==> config.mk <==
export PLATFORM = sky130hd
export DESIGN_NAME = a5_wb_slave_flat
export DESIGN_NICKNAME = d
export VERILOG_FILES = /design/src/rtl/a5_wb_pkg.sv /design/src/rtl/a5_wb_if.sv /design/src/rtl/a5_wb_timeout.sv /design/src/rtl/a5_wb_slave.sv /design/src/flat_wrapper.sv
export SDC_FILE = /design/constraint.sdc
export NUM_CORES = 1
export LEC_CHECK = 0
export CORE_MARGIN = 5
export CORE_UTILIZATION = 51
export DETAILED_ROUTE_END_ITERATION = 10
export PLACE_DENSITY = 0.92
export REMOVE_ABC_BUFFERS = 1
export SYNTH_ARGS = -nofsm -noshare
export SYNTH_HDL_FRONTEND = slang
export SYNTH_SLANG_ARGS = --single-unit
==> constraint.sdc <==
create_clock -name clk -period 3.6 [get_ports clk]
set_clock_uncertainty 0.2 [all_clocks]
set_input_delay 1.08 -clock clk [delete_from_list [all_inputs] [get_ports clk]]
set_output_delay 1.08 -clock clk [all_outputs]
set_load 0.005 [all_outputs]
==> src/rtl/a5_wb_pkg.sv <==
// Shared constants, FSM state type and byte-lane helper for the A5/1 Wishbone slave.
// Latency: n/a (declarations only).
// Backpressure: n/a.
package a5_wb_pkg;

    localparam int DATA_W = 32;

    // Byte offsets of the register map; decoding uses bits [4:2].
    localparam logic [4:0] OFF_KEY_LO = 5'h00;
    localparam logic [4:0] OFF_KEY_HI = 5'h04;
    localparam logic [4:0] OFF_FRAME  = 5'h08;
    localparam logic [4:0] OFF_CTRL   = 5'h0C;
    localparam logic [4:0] OFF_DATA   = 5'h10;

    // CTRL register bit positions.
    localparam int CTRL_LOAD   = 0;
    localparam int CTRL_EMPTY  = 1;
    localparam int CTRL_FULL   = 2;
    localparam int CTRL_LOADED = 3;
    localparam int CTRL_IRQ_EN = 4;

    typedef enum logic [1:0] {
        IDLE,
        WAIT,
        RESP
    } state_t;

    // Replace only the bytes whose lane select is set.
    function automatic logic [DATA_W-1:0] byte_merge(
        input logic [DATA_W-1:0] old_val,
        input logic [DATA_W-1:0] new_val,
        input logic [3:0]        sel
    );
        logic [DATA_W-1:0] res;
        res = old_val;
        for (int b = 0; b < 4; b++) begin
            if (sel[b]) res[b*8 +: 8] = new_val[b*8 +: 8];
        end
        return res;
    endfunction

endpackage

==> src/rtl/a5_wb_if.sv <==
// Wishbone classic 32-bit bus bundle between the SoC master and the A5/1 slave.
// Latency: n/a (wires only).
// Backpressure: slave holds off by delaying wb_ack_o / wb_err_o; master holds cyc/stb until then.
interface a5_wb_if;
    import a5_wb_pkg::*;

    logic              wb_cyc_i;
    logic              wb_stb_i;
    logic              wb_we_i;
    logic [4:0]        wb_adr_i;
    logic [3:0]        wb_sel_i;
    logic [DATA_W-1:0] wb_dat_i;
    logic [DATA_W-1:0] wb_dat_o;
    logic              wb_ack_o;
    logic              wb_err_o;

    modport master (
        output wb_cyc_i, wb_stb_i, wb_we_i, wb_adr_i, wb_sel_i, wb_dat_i,
        input  wb_dat_o, wb_ack_o, wb_err_o
    );

    modport slave (
        input  wb_cyc_i, wb_stb_i, wb_we_i, wb_adr_i, wb_sel_i, wb_dat_i,
        output wb_dat_o, wb_ack_o, wb_err_o
    );

endinterface

==> src/rtl/a5_wb_timeout.sv <==
// Wait counter bounding how long a DATA read may stall on an empty keystream FIFO.
// Latency: expired is combinational, high during the WAIT_LIMIT-th enabled cycle after clear.
// Backpressure: none; counter saturates at expiry.
// Ports: clk, reset (sync, active-high), clear (restart count), enable (count this cycle), expired.
module a5_wb_timeout #(
    parameter int unsigned WAIT_LIMIT = 255
) (
    input  logic clk,
    input  logic reset,
    input  logic clear,
    input  logic enable,
    output logic expired
);

    localparam logic [15:0] LAST = 16'(WAIT_LIMIT - 1);

    logic [15:0] cnt_q;

    // cnt_q counts wait cycles already spent; the current one is the last when it equals LAST.
    assign expired = enable && (cnt_q == LAST);

    always_ff @(posedge clk) begin
        if (reset || clear) begin
            cnt_q <= '0;
        end else if (enable && !expired) begin
            cnt_q <= cnt_q + 16'd1;
        end
    end

endmodule

==> src/rtl/a5_wb_slave.sv <==
// Wishbone classic slave holding A5/1 key/frame, issuing load, and popping keystream words on DATA reads.
// Latency: ack one cycle after the request is sampled; empty-FIFO DATA reads ack the cycle after data arrives.
// Backpressure: DATA reads stall on ks_empty for up to WAIT_LIMIT cycles, then terminate with wb_err_o.
// Ports: clk, reset (sync, active-high); wb (a5_wb_if.slave); key/frame/load to generator;
//        ks_data/ks_empty/ks_full/ks_rd_en to the show-ahead keystream FIFO.
// Build option A5_WB_IRQ_EN: adds CTRL.irq_en and registered output irq = irq_en & !ks_empty.
module a5_wb_slave
    import a5_wb_pkg::*;
#(
    parameter int unsigned WAIT_LIMIT = 255
) (
    input  logic              clk,
    input  logic              reset,
    a5_wb_if.slave            wb,
    output logic [63:0]       key,
    output logic [21:0]       frame,
    output logic              load,
    input  logic [DATA_W-1:0] ks_data,
    input  logic              ks_empty,
    input  logic              ks_full,
    output logic              ks_rd_en
`ifdef A5_WB_IRQ_EN
    ,
    output logic              irq
`endif
);

    state_t            state_q, state_d;
    logic              resp_err_q, resp_err_d;
    logic [DATA_W-1:0] dat_q;
    logic [DATA_W-1:0] rd_mux;
    logic              loaded;
    logic              req;
    logic [2:0]        word;
    logic              data_rd;
    logic              pop;
    logic              accept_reg;
    logic              zero_dat;
    logic              tmo_clr;
    logic              tmo_en;
    logic              tmo_expired;
    logic              unused_adr;
`ifdef A5_WB_IRQ_EN
    logic              irq_en;
`endif

    assign unused_adr = &{1'b0, wb.wb_adr_i[1:0]};

    assign req     = wb.wb_cyc_i && wb.wb_stb_i;
    assign word    = wb.wb_adr_i[4:2];
    assign data_rd = (word == OFF_DATA[4:2]) && !wb.wb_we_i;

    a5_wb_timeout #(
        .WAIT_LIMIT(WAIT_LIMIT)
    ) u_timeout (
        .clk     (clk),
        .reset   (reset),
        .clear   (tmo_clr),
        .enable  (tmo_en),
        .expired (tmo_expired)
    );

    // Next state and per-cycle strobes. Everything is suppressed while reset is
    // asserted so a reset landing mid-transaction never pops the FIFO.
    always_comb begin
        state_d    = state_q;
        resp_err_d = resp_err_q;
        pop        = 1'b0;
        accept_reg = 1'b0;
        zero_dat   = 1'b0;
        tmo_clr    = 1'b0;
        tmo_en     = 1'b0;
        if (!reset) begin
            case (state_q)
                IDLE: begin
                    if (req) begin
                        if (!data_rd) begin
                            accept_reg = 1'b1;
                            resp_err_d = 1'b0;
                            state_d    = RESP;
                        end else if (!ks_empty) begin
                            pop        = 1'b1;
                            resp_err_d = 1'b0;
                            state_d    = RESP;
                        end else begin
                            tmo_clr = 1'b1;
                            state_d = WAIT;
                        end
                    end
                end
                WAIT: begin
                    if (!req) begin
                        // Master abandoned the cycle: drop it silently.
                        state_d = IDLE;
                    end else if (!ks_empty) begin
                        pop        = 1'b1;
                        resp_err_d = 1'b0;
                        state_d    = RESP;
                    end else begin
                        tmo_en = 1'b1;
                        if (tmo_expired) begin
                            zero_dat   = 1'b1;
                            resp_err_d = 1'b1;
                            state_d    = RESP;
                        end
                    end
                end
                RESP: begin
                    // Never accept here: the master still shows stb for this edge.
                    state_d = IDLE;
                end
                default: begin
                    state_d = IDLE;
                end
            endcase
        end
    end

    // Register read view, sampled on the accepting edge.
    always_comb begin
        rd_mux = '0;
        case (word)
            OFF_KEY_LO[4:2]: rd_mux = key[31:0];
            OFF_KEY_HI[4:2]: rd_mux = key[63:32];
            OFF_FRAME[4:2]:  rd_mux = {10'd0, frame};
            OFF_CTRL[4:2]: begin
                rd_mux[CTRL_EMPTY]  = ks_empty;
                rd_mux[CTRL_FULL]   = ks_full;
                rd_mux[CTRL_LOADED] = loaded;
`ifdef A5_WB_IRQ_EN
                rd_mux[CTRL_IRQ_EN] = irq_en;
`endif
            end
            default: rd_mux = '0;
        endcase
    end

    always_ff @(posedge clk) begin
        if (reset) begin
            state_q    <= IDLE;
            resp_err_q <= 1'b0;
            dat_q      <= '0;
            key        <= '0;
            frame      <= '0;
            load       <= 1'b0;
            loaded     <= 1'b0;
`ifdef A5_WB_IRQ_EN
            irq_en     <= 1'b0;
            irq        <= 1'b0;
`endif
        end else begin
            state_q    <= state_d;
            resp_err_q <= resp_err_d;
            load       <= 1'b0;
`ifdef A5_WB_IRQ_EN
            irq        <= irq_en && !ks_empty;
`endif
            if (pop) begin
                dat_q <= ks_data;
            end else if (zero_dat) begin
                dat_q <= '0;
            end else if (accept_reg) begin
                dat_q <= wb.wb_we_i ? '0 : rd_mux;
            end

            if (accept_reg && wb.wb_we_i) begin
                case (word)
                    OFF_KEY_LO[4:2]: key[31:0]  <= byte_merge(key[31:0], wb.wb_dat_i, wb.wb_sel_i);
                    OFF_KEY_HI[4:2]: key[63:32] <= byte_merge(key[63:32], wb.wb_dat_i, wb.wb_sel_i);
                    OFF_FRAME[4:2]:  frame <= 22'(byte_merge({10'd0, frame}, wb.wb_dat_i, wb.wb_sel_i));
                    OFF_CTRL[4:2]: begin
                        // load rises with the move to RESP, so it coincides with ack.
                        if (wb.wb_sel_i[0] && wb.wb_dat_i[CTRL_LOAD]) begin
                            load   <= 1'b1;
                            loaded <= 1'b1;
                        end
`ifdef A5_WB_IRQ_EN
                        if (wb.wb_sel_i[0]) begin
                            irq_en <= wb.wb_dat_i[CTRL_IRQ_EN];
                        end
`endif
                    end
                    default: ;
                endcase
            end
        end
    end

    assign ks_rd_en    = pop;
    assign wb.wb_dat_o = dat_q;
    assign wb.wb_ack_o = (state_q == RESP) && !resp_err_q;
    assign wb.wb_err_o = (state_q == RESP) && resp_err_q;

endmodule

==> src/flat_wrapper.sv <==
// flat-port wrapper written by rule: the top's interface ports become plain ports
module a5_wb_slave_flat import a5_wb_pkg::*;
#(
    parameter int unsigned WAIT_LIMIT = 255
)
  (clk, reset, key, frame, load, ks_data, ks_empty, ks_full, ks_rd_en, wb_wb_cyc_i, wb_wb_stb_i, wb_wb_we_i, wb_wb_adr_i, wb_wb_sel_i, wb_wb_dat_i, wb_wb_dat_o, wb_wb_ack_o, wb_wb_err_o);
  a5_wb_if wb_i ();
  input  logic clk;
  input  logic reset;
  output logic [63:0] key;
  output logic [21:0] frame;
  output logic load;
  input  logic [DATA_W-1:0] ks_data;
  input  logic ks_empty;
  input  logic ks_full;
  output logic ks_rd_en;
  input wire logic [$bits(wb_i.wb_cyc_i)-1:0] wb_wb_cyc_i;
  input wire logic [$bits(wb_i.wb_stb_i)-1:0] wb_wb_stb_i;
  input wire logic [$bits(wb_i.wb_we_i)-1:0] wb_wb_we_i;
  input wire logic [$bits(wb_i.wb_adr_i)-1:0] wb_wb_adr_i;
  input wire logic [$bits(wb_i.wb_sel_i)-1:0] wb_wb_sel_i;
  input wire logic [$bits(wb_i.wb_dat_i)-1:0] wb_wb_dat_i;
  output wire logic [$bits(wb_i.wb_dat_o)-1:0] wb_wb_dat_o;
  output wire logic [$bits(wb_i.wb_ack_o)-1:0] wb_wb_ack_o;
  output wire logic [$bits(wb_i.wb_err_o)-1:0] wb_wb_err_o;
  assign wb_i.wb_cyc_i = wb_wb_cyc_i;
  assign wb_i.wb_stb_i = wb_wb_stb_i;
  assign wb_i.wb_we_i = wb_wb_we_i;
  assign wb_i.wb_adr_i = wb_wb_adr_i;
  assign wb_i.wb_sel_i = wb_wb_sel_i;
  assign wb_i.wb_dat_i = wb_wb_dat_i;
  assign wb_wb_dat_o = wb_i.wb_dat_o;
  assign wb_wb_ack_o = wb_i.wb_ack_o;
  assign wb_wb_err_o = wb_i.wb_err_o;
  a5_wb_slave #(.WAIT_LIMIT(WAIT_LIMIT)) u_core (.clk(clk), .reset(reset), .wb(wb_i), .key(key), .frame(frame), .load(load), .ks_data(ks_data), .ks_empty(ks_empty), .ks_full(ks_full), .ks_rd_en(ks_rd_en));
endmodule
# == Word level (Yosys, flattened, before mapping) ==
# Cells that the tools add are included.
# classes
addsub,1
eq_ne,12
n_mux,45
bitwise_logic,2
reduce_logical,31
# op_table
op,n
two-way mux 32 bit,4
case mux 28 bit (3 select lines),1
AND reduction 3 bit,12
two-way mux 1 bit,29
"adder 16 x 1 -> 16 bit, second input constant",1
"== test 16 x 8 -> 1 bit, second input constant",1
two-way mux 2 bit,6
case mux 3 bit (4 select lines),1
logical AND 1 bit,8
"== test 3 x 2 -> 1 bit, second input constant",2
"!= test 3 bit, second input constant",2
AND reduction 5 bit,1
"!= test 2 x 1 -> 1 bit, second input constant",2
"!= test 4 bit, second input constant",1
case mux 1 bit (2 select lines),2
case mux 2 bit (2 select lines),1
"== test 3 x 1 -> 1 bit, second input constant",1
"== test 3 bit, second input constant",1
zero test 1 bit,3
zero test 3 bit,1
case mux 1 bit (3 select lines),1
nonzero test 3 bit,1
OR reduction 3 bit,1
"== test 2 x 1 -> 1 bit, second input constant",1
6 further kinds,7
# totals
regBits,139
input_bits,80
output_inout_bits,122

# == Logic depth before layout (Yosys ltp) ==
# depth
word_depth,12
ltp_mapped,8

# == Hierarchy ==
# Synthesis repeated with hierarchy kept, for this count alone.
# unflattened
hier_cells,632
hier_area_um2,6406.1
# by_module_without_submodules
mod,n_inst,cells_each,area_each_um2
a5_wb_slave,1,534,5536.6
a5_wb_timeout,1,98,869.6

# == Least setup slack after synthesis ==
# OpenSTA, ideal clock, no wires.
# synth_timing
path_type,input port to output port
start,in wb_wb_adr_i[4]
end,out ks_rd_en
arrival_time_ns,1.995
required_time_ns,2.320
slack_ns,0.325
cell_stages,5
n_path_buf,2
cell_sequence,buf_2 nor4b_4 o211ai_2 inv_2 buf_2
# synth_via
elab_chain_cells,6
# synth_lines
item,line_no,rtl
"start, declared",flat_wrapper.sv:20,input wire logic [$bits(wb_i.wb_adr_i)-1:0] wb_wb_adr_i;
== test 3 bit,a5_wb_slave.sv:51,assign data_rd = (word == OFF_DATA[4:2]) && !wb.wb_we_i;
logical AND 1 bit,a5_wb_slave.sv:51,
two-way mux 1 bit,a5_wb_slave.sv:77,if (!data_rd) begin
two-way mux 1 bit,a5_wb_slave.sv:76,if (req) begin
case mux 1 bit (2 select lines),a5_wb_slave.sv:74,case (state_q)
two-way mux 1 bit,a5_wb_slave.sv:73,if (!reset) begin
"end, declared",flat_wrapper.sv:16,output logic ks_rd_en;
# No other way between the ends.

# == Worst setup path after layout ==
# layout_timing
start,in wb_wb_we_i
end,out ks_rd_en
# layout_via
elab_chain_cells,6
# layout_lines
item,line_no,rtl
"start, declared",flat_wrapper.sv:19,input wire logic [$bits(wb_i.wb_we_i)-1:0] wb_wb_we_i;
zero test 1 bit,a5_wb_slave.sv:51,
logical AND 1 bit,a5_wb_slave.sv:51,
two-way mux 1 bit,a5_wb_slave.sv:77,
two-way mux 1 bit,a5_wb_slave.sv:76,
case mux 1 bit (2 select lines),a5_wb_slave.sv:74,
two-way mux 1 bit,a5_wb_slave.sv:73,
# No other way between the ends.

==> impl_metrics.env <==
export IMPL_status="finished clean"
export IMPL_maxCapViolCount=0
export IMPL_post_synth_top_area_cell="dfxtp_1"
export IMPL_tritoncts="yes"
export IMPL_vias_per_cell=6.14
export IMPL_cts_hold_buf=0
export IMPL_syn_area_mm2=0.00668
export IMPL_ys_types=52
export IMPL_yosysMostFrequentCell="dfxtp_1"
export IMPL_drc=0
export IMPL_hpwl_um=15300
export IMPL_min_path_cells=2
export IMPL_ys_flop_type="dfxtp_1"
export IMPL_clk_pin_slew_ns=0.05
export IMPL_hold_path_startpoint="u_core.u_timeout.cnt_q[5]"
export IMPL_r2r_start="u_core.u_timeout.cnt_q[10]"
export IMPL_setup_violations=0
export IMPL_p_leak_nw=4.00
export IMPL_yosysSeqAreaShare=0.417
export IMPL_ys_seq_elements=139
export IMPL_fill_cells=879
export IMPL_die_w_um=124
export IMPL_io_pins=202
export IMPL_crit_fanout=2
export IMPL_finalInstanceArea_mm2=0.00957
export IMPL_yosys_top_cells_count="139 x dfxtp_1, 118 x mux2i_1, 98 x nor2_1, 36 x nand2_1, 29 x clkbuf_1"
export IMPL_period_minus_slack_ns=3.56
export IMPL_criticalPathCategory="in2out"
export IMPL_vias=6580
export IMPL_grt_max_degree=64
export IMPL_routabilityCongestion=0.871
export IMPL_num_rows=41
export IMPL_multi_input_area_mm2=0.00362
export IMPL_n_antenna_cell=0
export IMPL_seqCellArea_mm2=0.00278
export IMPL_avgSynthCellArea_um2=9.76
export IMPL_area_delta_synth_final_pct=43.4
export IMPL_slew_headroom=0.532
export IMPL_dr_first_iter_drc_count=525
export IMPL_ant_nets=0
export IMPL_hold_path_class="reg2reg"
export IMPL_rsz0062_at_grt="no"
export IMPL_place_area_mm2=0.00904
export IMPL_ff2ff_path_depth=5
export IMPL_cts_made_buffers=17
export IMPL_r2r_setup_slack_ns=0.89
export IMPL_vdd_drop_max_mv=0.351
export IMPL_grt_first_pass_wirelength_um=36400
export IMPL_drtPass1Iterations=5
export IMPL_holdWs_ns=0.269
export IMPL_power_density_mw_per_mm2=364
export IMPL_synthTopCellsByArea="dfxtp_1 42%, mux2i_1 18%, nor2_1 5.5%, a2111oi_0 2.9%, a311oi_1 2.6%"
export IMPL_antenna_found_initial=0
export IMPL_netlist_instances=684
export IMPL_clockRootBuffer="clkbuf_16"
export IMPL_drive_gt1_frac=0.132
export IMPL_io_buffers=199
export IMPL_grt_use_total=0.291
export IMPL_fin_crit_sh=0.988
export IMPL_grt_ovfl_total=0
export IMPL_hold_path_end="u_core.u_timeout.cnt_q[5]"
export IMPL_wl_per_cell_um=21.6
export IMPL_synth_edf_count=0
export IMPL_dieArea_mm2=0.0155
export IMPL_worst_slew_pin_slew_ns=0.702
export IMPL_critPathLaunchType="primary input"
export IMPL_nets=969
export IMPL_cp_data_arrival_time_ns=2.28
export IMPL_ys_warn_count=0
export IMPL_clock_latency_ns=0.42
export IMPL_slowest_stage="clkdlybuf4s50_1"
export IMPL_cts_num_sinks=139
export IMPL_finalMaxSlewViolations=0
export IMPL_htreeDepth=4
export IMPL_max_clock_freq_ghz=0.281
export IMPL_r2r_end="u_core.wb.wb_dat_o[30]"
export IMPL_async_flop_share=0
export IMPL_routed_wl_um=23200
export IMPL_synth_top_cell_area_share=0.417
export IMPL_die_h_um=124
export IMPL_cp_slowest_stage_delay_ns=0.49
export IMPL_cp_cell_sequence="clkdlybuf4s50_1, nor4b_4, o211ai_4, inv_2, buf_2"
export IMPL_cts_buffer_depth=2
export IMPL_cp_required_ns=2.32
export IMPL_grt_pass1_vias=6694
export IMPL_initial_core_util=0.525
export IMPL_core_area_mm2=0.0127
export IMPL_finalHoldViolations=0
export IMPL_critPathCaptureType="output port"
==> metrics by stage <==
step           utilization  setup WS [ns]  power [W]  cells  TNS, ns
6_report             0.752         0.0423    0.00349   1071        0
5_1_grt              0.752         0.0128    0.00358   1071        0
4_1_cts              0.752         0.0800    0.00348   1071        0
3_5_place_dp         0.711         -0.450    0.00193   1038    -8.86
3_3_place_gp         0.711         -0.450    0.00192   1038    -5.62
2_1_floorplan            -          -2.30    0.00169    628  -152.33
==> flip-flops by register name (all words and copies together) (netlist names) <==
name	flops
u_core.frame	22
u_core.key	64
u_core.load	1
u_core.loaded	1
u_core.resp_err_q	1
u_core.state_q	2
u_core.u_timeout.cnt_q	16
u_core.wb.wb_dat_o	32
==> layout make-up <==
class                      instances  area share
tap                              172      0.0225
timing repair buffer             240       0.247
sequential                       139       0.291
clock buffer                      24      0.0503
inverter                          18     0.00706
multi-input combinational        471       0.379
clock inverter                     7     0.00444
==> worst max-delay path: cells and delay by family <==
kind / cells / cell delay [ns]
buffers and inverters: 3 / 0.70
AND/OR/NAND/NOR: 1 / 0.36
AO/OA/AOI/OAI: 1 / 0.13
==> per-layer routing <==
metal,wire length [µm],vias to the layer above,global-route usage
li1,-,2977,-
met1,8910,3178,0.341
met2,11300,358,0.488
met3,2080,67,0.0866
met4,920,0,0.139
met5,0,-,0
==> power breakdown <==
part | switching [W] | internal, W
registers | 0.0000127 | 0.00156
logic | 0.000161 | 0.000176
clock network | 0.000653 | 0.000925
==> cell families after synthesis <==
logic type               count (synthesis)  synth area share
AND/OR/NAND/NOR                        216             0.168
flip-flops                             139             0.417
multiplexers                           131             0.204
AO/OA/AOI/OAI                          122             0.159
buffers and inverters                   74            0.0482
adder cells (fa/ha/maj)                  2           0.00375
==> cells in the final DEF (no fill, tap or decap), drive strengths merged, types with 10 or more instances in the layout <==
cell type	synthesis	layout
nand4	16	16
a21oi	17	17
buf	26	44
nor2	98	98
mux2	10	10
dfxtp	139	139
a311oi	20	20
nand2b	13	13
o2111ai	19	19
inv	18	18
mux2i	118	118
a2111oi	32	32
clkbuf	30	24
nand2	36	36
nor4	17	17
o2bb2ai	19	19
clkdlybuf4s50	0	194
==> timing repair <==
item | in CTS | in global routing
resized for setup | 6 | 0
setup endpoints to repair | 1 | 0
setup buffers | 2 | 0
==> worst max path at each step <==
stage	start	to	slack, ns
finish	wb_wb_we_i	ks_rd_en	0.04
global route	wb_wb_we_i	ks_rd_en	0.01
CTS	wb_wb_stb_i	ks_rd_en	0.08
detailed placement	wb_wb_adr_i[3]	ks_rd_en	-0.45
global placement	wb_wb_adr_i[3]	ks_rd_en	-0.45
floorplan	reset	ks_rd_en	-2.30
No activity file was read; power rests on OpenSTA's default activity.
